File: config.mk
export PLATFORM = sky130hd
export DESIGN_NAME = piezo_tune_sched
export DESIGN_NICKNAME = d
export VERILOG_FILES = /design/src/rtl/piezo_pkg.sv /design/src/rtl/piezo_tone_gen.sv /design/src/rtl/piezo_tune_sched.sv
export SDC_FILE = /design/constraint.sdc
export NUM_CORES = 1
export LEC_CHECK = 0
export CELL_PAD_IN_SITES_DETAIL_PLACEMENT = 1
export CELL_PAD_IN_SITES_GLOBAL_PLACEMENT = 2
export CORE_ASPECT_RATIO = 0.5
export CORE_MARGIN = 3
export CORE_UTILIZATION = 39
export DETAILED_ROUTE_END_ITERATION = 10
export PLACE_DENSITY = 0.76
export SYNTH_ARGS = -nofsm -noshare
export SYNTH_HDL_FRONTEND = slang
export SYNTH_HIERARCHICAL = 1
export SYNTH_SLANG_ARGS = --single-unit
File: constraint.sdc
create_clock -name clk -period 2.85 [get_ports clk]
set_clock_uncertainty 0.05 [all_clocks]
set_input_delay 0.57 -clock clk [delete_from_list [all_inputs] [get_ports clk]]
set_output_delay 0.57 -clock clk [all_outputs]
set_load 0.05 [all_outputs]
File: src/rtl/piezo_pkg.sv
// Shared types and the constant note table for the piezo tune scheduler.
package piezo_pkg;

  // Tone half-periods in clocks.
  localparam logic [15:0] HpD7 = 16'd21285;
  localparam logic [15:0] HpE7 = 16'd18960;
  localparam logic [15:0] HpF7 = 16'd17882;
  localparam logic [15:0] HpA6 = 16'd28409;

  localparam int unsigned LenFanfare = 8;
  localparam int unsigned LenError   = 2;
  localparam int unsigned LenChirp   = 1;

  typedef enum logic [1:0] {DurFull, DurLong, DurShort} dur_code_e;

  typedef struct packed {
    logic [15:0] half_period;
    dur_code_e   code;
  } note_t;

  typedef enum logic [1:0] {StIdle, StPlay, StDone} state_e;

  // Note idx of tune (0 fanfare, 1 error, 2 chirp).
  function automatic note_t note_lookup(input logic [1:0] tune, input logic [2:0] idx);
    note_t n;
    n = '{half_period: HpF7, code: DurShort};
    case (tune)
      2'd0: begin
        case (idx)
          3'd0:    n = '{half_period: HpD7, code: DurFull};
          3'd1:    n = '{half_period: HpE7, code: DurFull};
          3'd2:    n = '{half_period: HpF7, code: DurFull};
          3'd3:    n = '{half_period: HpE7, code: DurLong};
          3'd4:    n = '{half_period: HpF7, code: DurShort};
          3'd5:    n = '{half_period: HpD7, code: DurLong};
          3'd6:    n = '{half_period: HpA6, code: DurShort};
          default: n = '{half_period: HpD7, code: DurFull};
        endcase
      end
      2'd1:    n = '{half_period: HpA6, code: DurLong};
      default: n = '{half_period: HpF7, code: DurShort};
    endcase
    return n;
  endfunction

  // Index of the final note of a tune.
  function automatic logic [2:0] tune_last(input logic [1:0] tune);
    case (tune)
      2'd0:    return 3'(LenFanfare - 1);
      2'd1:    return 3'(LenError - 1);
      default: return 3'(LenChirp - 1);
    endcase
  endfunction

endpackage

File: src/rtl/piezo_tone_gen.sv
// Square-wave generator: toggles piezo every (half_period + 1) enabled clocks.
module piezo_tone_gen
  import piezo_pkg::*;
(
  input  logic        clk,
  input  logic        rst_n,
  input  logic        en_i,
  input  logic        clr_i,
  input  logic [15:0] half_period_i,
  output logic        piezo_o
);

  logic [15:0] cnt_q, cnt_d;
  logic        piezo_q, piezo_d;

  // Counter/toggle next state; clr restarts the period but keeps the level.
  always_comb begin
    cnt_d   = cnt_q;
    piezo_d = piezo_q;
    if (!en_i) begin
      cnt_d   = '0;
      piezo_d = 1'b0;
    end else if (clr_i) begin
      cnt_d = '0;
    end else if (cnt_q == half_period_i) begin
      cnt_d   = '0;
      piezo_d = ~piezo_q;
    end else begin
      cnt_d = cnt_q + 16'd1;
    end
  end

  // Tone state registers.
  always_ff @(posedge clk or negedge rst_n) begin
    if (!rst_n) begin
      cnt_q   <= '0;
      piezo_q <= 1'b0;
    end else begin
      cnt_q   <= cnt_d;
      piezo_q <= piezo_d;
    end
  end

  assign piezo_o = piezo_q;

endmodule

File: src/rtl/piezo_tune_sched.sv
// Fixed-priority scheduler for the shared piezo sounder.
// Optional macro PIEZO_PREEMPT_EN: a higher-priority pending request abandons the
// current tune at its next note expiry.
module piezo_tune_sched
  import piezo_pkg::*;
#(
  parameter int unsigned FAST_SIM = 1,
  parameter int unsigned DUR_W    = 23
) (
  input  logic       clk,
  input  logic       rst_n,
  input  logic [2:0] req_i,
  output logic [2:0] grant_o,
  output logic       busy_o,
  output logic       done_o,
  output logic       piezo_o,
  output logic       piezo_n_o
);

  localparam logic [DUR_W:0] DurInc = (FAST_SIM != 0) ? (DUR_W+1)'(16) : (DUR_W+1)'(1);

  state_e       state_q, state_d;
  logic [2:0]   pending_q, pending_d;
  logic [2:0]   grant_q, grant_d;
  logic [1:0]   tune_q, tune_d;
  logic [2:0]   note_q, note_d;
  logic [DUR_W:0] dur_q, dur_d;

  note_t        note_cur;
  logic [DUR_W:0] dur_sum;
  logic         expired;
  logic         sel_valid;
  logic [1:0]   sel_idx;
  logic [2:0]   clr_pend;
  logic         tone_clr;
  logic         tone_en;

  // Current note, duration expiry and lowest-index pending requester.
  always_comb begin
    note_cur = note_lookup(tune_q, note_q);
    dur_sum  = dur_q + DurInc;
    case (note_cur.code)
      DurFull:  expired = dur_sum[DUR_W];
      DurLong:  expired = dur_sum[DUR_W] & dur_sum[DUR_W-1];
      DurShort: expired = dur_sum[DUR_W-1];
      default:  expired = 1'b0;
    endcase
    sel_valid = |pending_q;
    if (pending_q[0])      sel_idx = 2'd0;
    else if (pending_q[1]) sel_idx = 2'd1;
    else                   sel_idx = 2'd2;
  end

  // Scheduler FSM next state.
  always_comb begin
    state_d  = state_q;
    grant_d  = grant_q;
    tune_d   = tune_q;
    note_d   = note_q;
    dur_d    = '0;
    clr_pend = '0;
    tone_clr = 1'b0;
    case (state_q)
      StIdle: begin
        if (sel_valid) begin
          state_d  = StPlay;
          grant_d  = 3'(1) << sel_idx;
          tune_d   = sel_idx;
          note_d   = '0;
          clr_pend = 3'(1) << sel_idx;
        end
      end
      StPlay: begin
        dur_d = dur_sum;
        if (expired) begin
          dur_d    = '0;
`ifdef PIEZO_PREEMPT_EN
          // Any pending bit below the current index outranks the running tune.
          if ((pending_q & ((3'(1) << tune_q) - 3'd1)) != 3'd0) begin
            grant_d  = 3'(1) << sel_idx;
            tune_d   = sel_idx;
            note_d   = '0;
            clr_pend = 3'(1) << sel_idx;
            tone_clr = 1'b1;
          end else
`endif
          if (note_q == tune_last(tune_q)) begin
            state_d = StDone;
            grant_d = '0;
          end else begin
            note_d   = note_q + 3'd1;
            tone_clr = 1'b1;
          end
        end
      end
      StDone:  state_d = StIdle;
      default: state_d = StIdle;
    endcase
    // A request on the grant edge re-arms the same requester.
    pending_d = (pending_q & ~clr_pend) | req_i;
  end

  // Scheduler state registers.
  always_ff @(posedge clk or negedge rst_n) begin
    if (!rst_n) begin
      state_q   <= StIdle;
      pending_q <= '0;
      grant_q   <= '0;
      tune_q    <= '0;
      note_q    <= '0;
      dur_q     <= '0;
    end else begin
      state_q   <= state_d;
      pending_q <= pending_d;
      grant_q   <= grant_d;
      tune_q    <= tune_d;
      note_q    <= note_d;
      dur_q     <= dur_d;
    end
  end

  // Tone runs only while staying in PLAY, so it is zeroed on entry and exit.
  assign tone_en = (state_q == StPlay) && (state_d == StPlay);

  piezo_tone_gen u_tone (
    .clk           (clk),
    .rst_n         (rst_n),
    .en_i          (tone_en),
    .clr_i         (tone_clr),
    .half_period_i (note_cur.half_period),
    .piezo_o       (piezo_o)
  );

  assign grant_o   = grant_q;
  assign busy_o    = |grant_q;
  assign done_o    = (state_q == StDone);
  assign piezo_n_o = ~piezo_o;

endmodule

==> impl_results.md <==
* Ant. Diodes at 0
* CORE AREA at 0.00751 mm2
* CP most frequent cell: or2_2
* Clk pin slew, worst setup/hold paths at 0.07 ns
* CTS buffer count at 5
* NetSw at 0.000282 W
* Gr usage total at 16.5%
* Layout cells sized above 1 at 19.7%
* Deepest clock path buffer count at 2
* Net Sw Frac at 19.9%
* Average cell area after synthesis at 9.44 um2
* WS Path Type: reg2reg
* RSZ-0062 raised after global routing: true
* Yosys top cell by area: dfrtp_1
* Rel. slew slack at 61.3%
* Max_cap viols at 0
* Synth area leaders: dfrtp_1, xor2_1, nor3_2
* Endpoints failing hold at 0
* Seq pwr share at 50.1%
* Slowest cell on the critical path: dfrtp_2
* Dpl hpwl at 4930 um
* Routed Antenna Nets at 0
* Syn_nets at 341
* Gr ovfl total at 0
* Netlist cell types at 55
* Final setup violation count at 0
* Nets at 362
* Crit-path max FO at 6
* Status: finished, final reports clean
* Routed WL at 7020 um
* Final setup TNS at 0 ns
* DR iter-0 viols at 47
* Register area at 0.00125 mm2
* I/O pin cnt at 12
* HP Class: in2async
* DR WL/cell at 15.3 um
* Final routed DRC violation total at 0
* FILL cells at 882
* Final Cycle Share at 95.0%
* Synthesis warning total at 6
* Top delay family on crit path: simple AND/OR/NAND/NOR gates
* Multi-input gate area at 0.00179 mm2
* Initial DRT Pass Iterations at 4
* First-pass GRT wire length at 12300 um
* Final Max Tran Viols at 0
* Dominant synthesized flop cell: dfrtp_1
* Leading cell types in the layout, fill and taps excluded: dfrtp_1, nor2_1, xor2_1
* Slowest stage delay, CP at 0.45 ns
* FFs w/ async S/R, synth at 100%
* Crit-path cells: buf_4 > ha_4 > nand2_1 > a21oi_1 > or2_2 > or2_2 > xor2_1 > nor4_1 > nand4_1 > or3_1 > a21boi_1
* Clock Latency Late Sink at 0.29 ns
* #FFs+latches synth at 50
* Total die area at 0.00914 mm2
* Via Count at 2370
* Tmin final at 2.71 ns
* Pin count of the biggest net entering global routing at 51
* Worst Setup End Kind: register
* Netlist Area Pre-Place at 0.00311 mm2
* Crit path arrival time at 2.87 ns
* Commonest non-fill, non-tap cell in the layout: dfrtp_1
* Setup crit start kind: register
* Initial Utilization at 41.3%
* Leak at 1.61 nW
* Initial antenna violation count at 0
* Vias per cell at 5.16
* Final Wtd Congestion at 0.780
* Power Dens Cells at 387 mW/mm2
* Peak supply drop at 334 uV
* Seq/Total Area, Yosys at 40.3%
* Worst EP required at 3.02 ns
* Max Fclk at 370 MHz
* Chip height at 69.1 um
* Cts hold-fix bufs at 0
* Area fraction of the dominant cell type after synthesis at 40.3%
* Pint at 0.00113 W
* Cells after synthesis at 329
* DIE WIDTH at 132 um
* Worst Tran Pin Value at 0.579 ns
* Cell row count at 22
* Post-Place Cells at 446
* Clk Tree Root Cell: clkbuf_16
* Layout area overhead at 17.7%
* Layout Cells excl Fill at 459
* Clk pwr share at 48.2%
* Post-synth EDFFs at 0
* # port buffers at 11
* Comb pwr share at 1.7%
* Vias in the first global route at 2427
* H-tree levels at 2
* CTS tree: done
* WP buf/inv at 1
* TritonCTS Sinks at 50
-- flip-flops by register name, indices dropped and copies added, names as in the netlist --
| register | cells |
|---|---|
| note_q | 3 |
| u_tone/cnt_q | 16 |
| pending_q | 3 |
| dur_q | 20 |
| state_q | 2 |
| u_tone/piezo_o | 1 |
| grant_o | 3 |
| tune_q | 2 |
-- cells in the mapped netlist (3+ instances only) --
cell and number:
or2_2 4, nand3_1 12, ha_1 7, nor2_1 35
inv_1 18, nor3_2 19, nand2_1 26, a21oi_1 11
nor4_1 5, dfrtp_1 50, and3_1 3, clkbuf_1 6
nor2b_1 3, nand2b_1 3, or3_1 5, and4_1 3
a211oi_1 4, xor2_1 32, nor3_1 11, nand4_1 7
o21ai_0 8, xnor2_1 16
-- final timing paths --
check	endpoint	slack, ns	from	cells after the start
max	u_tone/piezo_o	0.14	note_q[1]	11
min	u_tone/cnt_q[2]	0.22	rst_n	2
max reg2reg	u_tone/piezo_o	0.14	note_q[1]	11
min reg2reg	dur_q[4]	0.47	dur_q[4]	1
max in group asynchronous	note_q[0]	2.29	rst_n	2
min in group clk	dur_q[4]	0.47	dur_q[4]	1
-- layout make-up --
type                       count  share of cell area, %
clock buffer                   7                   3.63
tap                          108                   3.69
clock inverter                 1                  0.821
multi-input combinational    250                   48.9
inverter                      18                   1.92
timing repair buffer          25                   6.77
sequential                    50                   34.3
-- power groups by stage --
stage	registers, W	logic [W]	clock network (W)
after floorplan	0.000723	0.00000184	0
after global placement	0.000723	0.0000250	0
after detailed placement	0.000723	0.0000255	0
after CTS	0.000709	0.0000257	0.000709
after global routing	0.000709	0.0000282	0.000742
final	0.000709	0.0000240	0.000681
-- metal layers --
metal	vias to the layer above	wire length [um]	GRT usage, %
met5	-	0	0
met4	0	59	4.03
met3	5	161	4.30
met2	11	3380	26.6
met1	1184	3420	22.3
li1	1170	-	-
-- what timing repair did --
item,4_1_cts,5_1_grt
resized for setup,3,15
setup buffers,0,5
pin swaps,0,5
cloned,0,0
endpoints found under the setup margin,17,17
-- per-stage QoR --
stage / setup WS [ns] / area, um2 / hold WS, ns / total power, W / util, %
5_1_grt: -0.0502 / 3660 / 0.241 / 0.00148 / 48.7
3_3_place_gp: -0.0266 / 3390 / 0.439 / 0.000748 / 45.1
6_report: 0.144 / 3660 / 0.218 / 0.00141 / 48.7
4_1_cts: 0.0204 / 3560 / 0.216 / 0.00144 / 47.3
2_1_floorplan: 0.234 / 3110 / 0.224 / 0.000725 / -
3_5_place_dp: -0.0842 / 3390 / 0.451 / 0.000748 / 45.1
-- kinds of logic (layout without fill, tap and decap cells) --
kind of cell               after synthesis  count (layout)  share of synthesized area, %
buffers and inverters                   29              51                          4.19
muxes                                    2               2                          1.09
adders and majority gates                7               7                          2.82
DFF                                     50              50                          40.3
and+or+nand+nor                        148             148                          28.6
AOI/OAI and AO/OA                       43              43                          9.26
other                                    2               2                         0.242
xor gates and xnor gates                48              48                          13.5
Note: power is estimated with default switching activity, not from simulation.
